--- config.mk ---
export PLATFORM = sky130hd
export DESIGN_NAME = div8_seq
export DESIGN_NICKNAME = d
export VERILOG_FILES = /design/src/rtl/div8_seq.sv
export SDC_FILE = /design/constraint.sdc
export NUM_CORES = 1
export LEC_CHECK = 0
export CELL_PAD_IN_SITES_DETAIL_PLACEMENT = 1
export CELL_PAD_IN_SITES_GLOBAL_PLACEMENT = 1
export CORE_MARGIN = 4
export CORE_UTILIZATION = 37
export CTS_CLUSTER_DIAMETER = 60
export DETAILED_ROUTE_END_ITERATION = 16
export GPL_ROUTABILITY_DRIVEN = 0
export GPL_TIMING_DRIVEN = 1
export PLACE_DENSITY_LB_ADDON = 0.12
export SETUP_SLACK_MARGIN = 0.4
export SLEW_MARGIN = 15
export SYNTH_ARGS = -nofsm -noshare
export SYNTH_HDL_FRONTEND = slang
export SYNTH_SLANG_ARGS = --single-unit
export TNS_END_PERCENT = 20
--- constraint.sdc ---
create_clock -name clk -period 2.9 [get_ports clk]
set_input_delay 0.725 -clock clk [delete_from_list [all_inputs] [get_ports clk]]
set_output_delay 0.725 -clock clk [all_outputs]
set_load 0.005 [all_outputs]
--- src/rtl/div8_seq.sv ---
// rtl/div8_seq.sv - sequential unsigned 8-bit restoring divider
// Resolves one quotient bit per clock; divisor==0 short-cuts straight to DONE.
module div8_seq (
   input  logic       clk,
   input  logic       rst_n,
   input  logic       start,
   input  logic [7:0] dividend,
   input  logic [7:0] divisor,
   output logic       ready,
   output logic       busy,
   output logic       done,
   output logic [7:0] quotient,
   output logic [7:0] remainder,
   output logic       div_by_zero
);

   typedef enum logic [1:0] {
      S_IDLE = 2'd0,
      S_CALC = 2'd1,
      S_DONE = 2'd2
   } state_t;

   state_t     r_state;
   state_t     w_next;
   logic [7:0] r_quot;
   logic [7:0] r_rem;
   logic [7:0] r_dvs;
   logic [2:0] r_cnt;
   logic       r_dbz;
   logic [8:0] w_shift;
   logic [8:0] w_trial;
   logic       w_accept;

   // The quotient register doubles as the dividend shift register.
   assign w_shift  = {r_rem, r_quot[7]};
   assign w_trial  = w_shift - {1'b0, r_dvs};
   assign w_accept = (r_state == S_IDLE) && start;

   always_ff @(posedge clk) begin
      if (!rst_n) begin
         r_state <= S_IDLE;
      end else begin
         r_state <= w_next;
      end
   end

   always_comb begin
      w_next = r_state;
      case (r_state)
         S_IDLE: begin
            if (start) begin
               w_next = (divisor == 8'd0) ? S_DONE : S_CALC;
            end
         end
         S_CALC: begin
            if (r_cnt == 3'd7) begin
               w_next = S_DONE;
            end
         end
         S_DONE:  w_next = S_IDLE;
         default: w_next = S_IDLE;
      endcase
   end

   always_ff @(posedge clk) begin
      if (!rst_n) begin
         r_quot <= 8'd0;
         r_rem  <= 8'd0;
         r_dvs  <= 8'd0;
         r_cnt  <= 3'd0;
         r_dbz  <= 1'b0;
      end else if (w_accept) begin
         if (divisor == 8'd0) begin
            r_quot <= 8'hFF;
            r_rem  <= dividend;
            r_dbz  <= 1'b1;
         end else begin
            r_dvs  <= divisor;
            r_quot <= dividend;
            r_rem  <= 8'd0;
            r_cnt  <= 3'd0;
            r_dbz  <= 1'b0;
         end
      end else if (r_state == S_CALC) begin
         if (!w_trial[8]) begin
            r_rem  <= w_trial[7:0];
            r_quot <= {r_quot[6:0], 1'b1};
         end else begin
            r_rem  <= w_shift[7:0];
            r_quot <= {r_quot[6:0], 1'b0};
         end
         r_cnt <= r_cnt + 3'd1;
      end
   end

   assign ready       = (r_state == S_IDLE);
   assign busy        = (r_state == S_CALC);
   assign done        = (r_state == S_DONE);
   assign quotient    = r_quot;
   assign remainder   = r_rem;
   assign div_by_zero = r_dbz;

endmodule

# ---- Yosys cells after proc, flatten, opt, wreduce, memory -nomap -nowiden
# Index checks and enable logic that the tools add are counted.
dict set report classes {
  div 0
  eq_ne 6
  n_bitwise 1
  shifts 0
  n_mux 16
  multipliers 0
  add_sub_neg 2
  order_cmp 0
  reduce_logical 7
}
# operator count
set op_table {}
lappend op_table {{two-way mux 8 bit} 7}
lappend op_table {{two-way mux 3 bit} 3}
lappend op_table {{subtractor 9 x 8 -> 9 bit} 1}
lappend op_table {{logical NOT 8 bit} 1}
lappend op_table {{two-way mux 2 bit} 3}
lappend op_table {{AND reduction 2 bit} 3}
lappend op_table {{inequality test 2 bit (second input constant)} 2}
lappend op_table {{case mux 2 bit (2 select lines)} 1}
lappend op_table {{adder 3 x 1 -> 3 bit (second input constant)} 1}
lappend op_table {{equality test 3 bit (second input constant)} 1}
lappend op_table {{equality test 2 x 1 -> 1 bit (second input constant)} 1}
lappend op_table {{equality test 2 bit (second input constant)} 1}
lappend op_table {{logical NOT 2 bit} 1}
lappend op_table {{two-way mux 1 bit} 2}
lappend op_table {{inequality test 2 x 1 -> 1 bit (second input constant)} 1}
lappend op_table {{nonzero test 2 bit} 1}
lappend op_table {{logical AND 1 bit} 1}
lappend op_table {{inverter 1 bit} 1}
dict set report totals {
  in_bits 19
  n_memories 0
  ramBits 0
  regBits 30
  rom_bits 0
  latch_bits 0
}

# ---- Longest topological paths before layout
dict set report depth {
  depth_word 4
  ltp_mapped 10
}

# ---- Least setup slack after synthesis
# No wires, ideal clock.
dict set report synth_timing {
  kind {flip-flop to flip-flop}
  start {register r_quot[7] (netlist: quotient[7])}
  end {register r_rem[2] (netlist: remainder[2])}
  path_stages_with_launch 10
  t_arrival_ns 2.138
  slack_ns 0.688
  path_buffers 0
  required_time_ns 2.826
  period_less_slack_ns 2.212
  path_cell_list {dfxtp_1 inv_1 ha_1 fa_1 nor2b_4 o31a_4 a21oi_2 xor2_2 or4_1 a31oi_1}
}
dict set report synth_between {
  elab_chain_len 4
}
# element line
set synth_lines {}
lappend synth_lines {{start, declared} 25} ;# logic [7:0] r_quot;
lappend synth_lines {{start signal, assigned} 79} ;# r_quot <= dividend;
lappend synth_lines {{start signal, assigned} 87} ;# r_quot <= {r_quot[6:0], 1'b1};
lappend synth_lines {{start signal, assigned} 90} ;# r_quot <= {r_quot[6:0], 1'b0};
lappend synth_lines {{subtractor 9 x 8 -> 9 bit} 36} ;# assign w_trial = w_shift - {1'b0, r_dvs};
lappend synth_lines {{two-way mux 8 bit} 85} ;# if (!w_trial[8]) begin
lappend synth_lines {{two-way mux 8 bit} 84} ;# end else if (r_state == S_CALC) begin
lappend synth_lines {{two-way mux 8 bit} 72} ;# end else if (w_accept) begin
lappend synth_lines {{end signal, assigned} 75} ;# r_rem <= dividend;
lappend synth_lines {{end signal, assigned} 86} ;# r_rem <= w_trial[7:0];
lappend synth_lines {{end signal, assigned} 89} ;# r_rem <= w_shift[7:0];
lappend synth_lines {{end, declared} 26} ;# logic [7:0] r_rem;
# No other way between the ends. The select of a mux whose other input is x is not followed.
# A chain may end at the register's enable or synchronous reset.

# ---- Worst setup path in the final report
# Ends and elaborated chain as after synthesis.

==> results.json <==
{
  "drt_iter0_markers": 59,
  "synth_most_common_cell": "dfxtp_1",
  "clk_pin_slew_ns": 0.07,
  "crit_buf_inv": 1,
  "grt_max_degree": 24,
  "p_sw_frac": 0.312,
  "drive_gt1_frac": 0.112,
  "maxSlewViolCount": 0,
  "rsz0062_at_grt": "no",
  "die_w_um": 76.6,
  "synth-async-reset-ratio": 0,
  "pwr-share-comb": 0.346,
  "cts_buffers": 5,
  "postPlaceCellArea_um2": 2180,
  "clock_sinks": 30,
  "cts.hold.buffers_added": 0,
  "crit_arrival_ns": 2.57,
  "synthCells": 209,
  "synth_top_area_frac": 0.345,
  "cts_tree": "done",
  "slowest_stage": "or4_1",
  "core_area_um2": 4440,
  "area_growth_pct": 34.1,
  "layout.nets": 279,
  "clock_skew_ns": 0.00451,
  "h-tree-depth": 2,
  "syn_nets": 239,
  "antennaDiodeCount": 0,
  "ys_seq_elements": 30,
  "final_antenna_net_count": 0,
  "clk_latency_ns": 0.29,
  "grt.overflow.total": 0,
  "synth_area_leaders": "dfxtp_1 34%, ha_1 7.2%, a21boi_0 6.5%, nand2_1 5.8%, a21oi_1 4.6%",
  "cts_root_buf": "clkbuf_8",
  "vias": 1687,
  "ir_drop_mv": 0.507,
  "synth_area_per_cell_um2": 8.33,
  "synth-edff-count": 0,
  "seq_power_share": 0.315,
  "slowest_delay_ns": 0.50,
  "slew_headroom": 0.682,
  "grt_usage": 0.191,
  "min_path_type": "reg -> reg",
  "status": "finished, final reports clean",
  "drt-total-wl_mm": 5.14,
  "worst_setup_path_start_kind": "register",
  "grt_pass1_wl_mm": 8.95,
  "worstPathRequired_ns": 3.12,
  "antenna_found_initial": 0,
  "p_leak_nw": 0.876,
  "crit_family": "simple AND/OR/NAND/NOR gates",
  "synth_flop_cell": "dfxtp_1",
  "start_util": 0.392,
  "crit_path_end_kind": "register",
  "port_buffers": 38,
  "drt_pre_antenna_iters": 4,
  "setup_viol": 0,
  "top_layer": "met4",
  "hold_viol_final": 0,
  "hpwl_mm": 3.81,
  "routedWlPerCell_um": 17.0,
  "powerDensity_nw_per_um2": 678,
  "ys_seq_area_frac": 0.345,
  "die_y_um": 76.6,
  "viasPerCell": 5.59,
  "wl_met1_mm": 2.41,
  "post-route-drc-count": 0,
  "clock_path_buffers": 2,
  "dr_wl_met2_mm": 2.48,
  "yosysTopAreaCell": "dfxtp_1",
  "stdcell_area_um2": 2330,
  "setup_tns_ns": 0,
  "min_period_over_period": 0.812,
  "synthTopCellsByCount": "30 x dfxtp_1, 27 x nand2_1, 16 x a21oi_1",
  "yosys_warnings": 0,
  "met3_wirelength_um": 184,
  "critical_path_class": "reg -> reg",
  "fmax_mhz": 424,
  "intPower_mw": 1.09,
  "netlist-cell-type-count": 43,
  "crit_chain": "inv_1, ha_1, fa_2, nor2b_4, o31a_4, a21oi_2, xor2_4, or4_1, a31oi_1",
  "clkPwrFrac": 0.339,
  "tightest_slew_ns": 0.475,
  "dieArea_um2": 5870,
  "num_rows": 24,
  "grt_pass1_vias": 1812,
  "crit_fanout": 17,
  "synth_area_um2": 1740,
  "drv_cap": 0,
  "io-pin-count": 39,
  "power_switching_mw": 0.493,
  "period_needed_ns": 2.36
}
[cell families after synthesis]
group / share of synthesized area
AND/OR/NAND/NOR: 0.195
buffers and inverters: 0.0596
multiplexers: 0.0115
AO/OA/AOI/OAI: 0.287
XOR/XNOR: 0.0194
flip-flops: 0.345
adder cells (fa/ha/maj): 0.0833
[metal layers]
layer / GRT usage / up-vias
met1: 0.243 / 812
met2: 0.312 / 36
met5: 0 / -
li1: - / 832
met3: 0.0473 / 7
met4: 0.0670 / 0
[repair_timing]
| item | 4_1_cts | 5_1_grt |
|---|---|---|
| endpoints found under the setup margin | 3 | 3 |
| buffers inserted | 0 | 0 |
| resized for setup | 1 | 2 |
[path summary, 6_finish.rpt]
path / slack [ns] / to / start / cells after the start
hold / removal: 0.48 / r_dvs[4]$_SDFFE_PN0P_ / r_dvs[4]$_SDFFE_PN0P_ / 2
setup reg to reg: 0.54 / remainder[2]$_SDFFE_PN0P_ / quotient[7]$_SDFFE_PN0P_ / 9
hold reg to reg: 0.48 / r_dvs[4]$_SDFFE_PN0P_ / r_dvs[4]$_SDFFE_PN0P_ / 2
setup / recovery: 0.54 / remainder[2]$_SDFFE_PN0P_ / quotient[7]$_SDFFE_PN0P_ / 9
[power by group through the flow]
stage	Sequential (mW)	Clock [mW]	Combinational, mW
final	0.499	0.536	0.548
after global routing	0.506	0.568	0.608
after detailed placement	0.506	0	0.536
after CTS	0.499	0.549	0.553
after global placement	0.507	0	0.532
after floorplan	0.499	0	0.369
[area by class of cell]
class                           instances  area [um^2]
Fill cell                             535         2110
Multi-Input combinational cell        156         1050
Sequential cell                        30          602
Timing Repair Buffer                   45          433
Clock buffer                            6         82.6
Tap cell                               52         65.1
Clock inverter                          2         60.1
Inverter                               11         41.3
[per-stage QoR]
step / power (mW) / hold WS, ns / utilization / std cells / worst slack (ns)
CTS: 1.60 / 0.477 / 0.524 / 302 / 0.414
global placement: 1.04 / 0.457 / 0.490 / 294 / 0.330
finish: 1.58 / 0.479 / 0.525 / 302 / 0.544
global route: 1.68 / 0.504 / 0.525 / 302 / 0.417
detailed placement: 1.04 / 0.467 / 0.490 / 294 / 0.337
floorplan: 0.868 / 0.443 / - / 209 / 0.688
[worst register-to-register path, delay by kind of cell, from the launching register on]
kind / cells / cell delay, ns
compound gates: 3 / 0.41
xor+xnor: 1 / 0.22
fa+ha+maj: 2 / 0.60
flops: 1 / 0.36
buf+inv: 1 / 0.05
simple gates: 2 / 0.65
[layout by cell type (no fill, tap or decap), types with 2 or more instances in the layout]
master / Yosys / layout
a21boi_0: 15 / 15
a21oi_1: 16 / 16
a22oi_1: 3 / 3
a31oi_1: 8 / 8
buf_4: 0 / 7
bufinv_16: 0 / 2
clkbuf_8: 0 / 6
clkdlybuf4s50_1: 0 / 38
dfxtp_1: 30 / 29
ha_1: 10 / 10
inv_1: 11 / 11
mux2i_1: 2 / 2
nand2_1: 27 / 27
nand3_1: 9 / 9
nor2_1: 7 / 7
nor2b_1: 8 / 8
nor3b_1: 2 / 2
nor4_1: 2 / 2
o21ai_0: 13 / 13
o221ai_1: 7 / 7
or3_1: 4 / 4
xnor2_1: 2 / 2
[registers in the layout (all words and copies together), names as in the netlist]
register,flops
quotient,8
r_dvs,8
remainder,8
r_cnt,3
r_state,2
div_by_zero,1
Note: power is estimated with default switching activity, not from simulation.
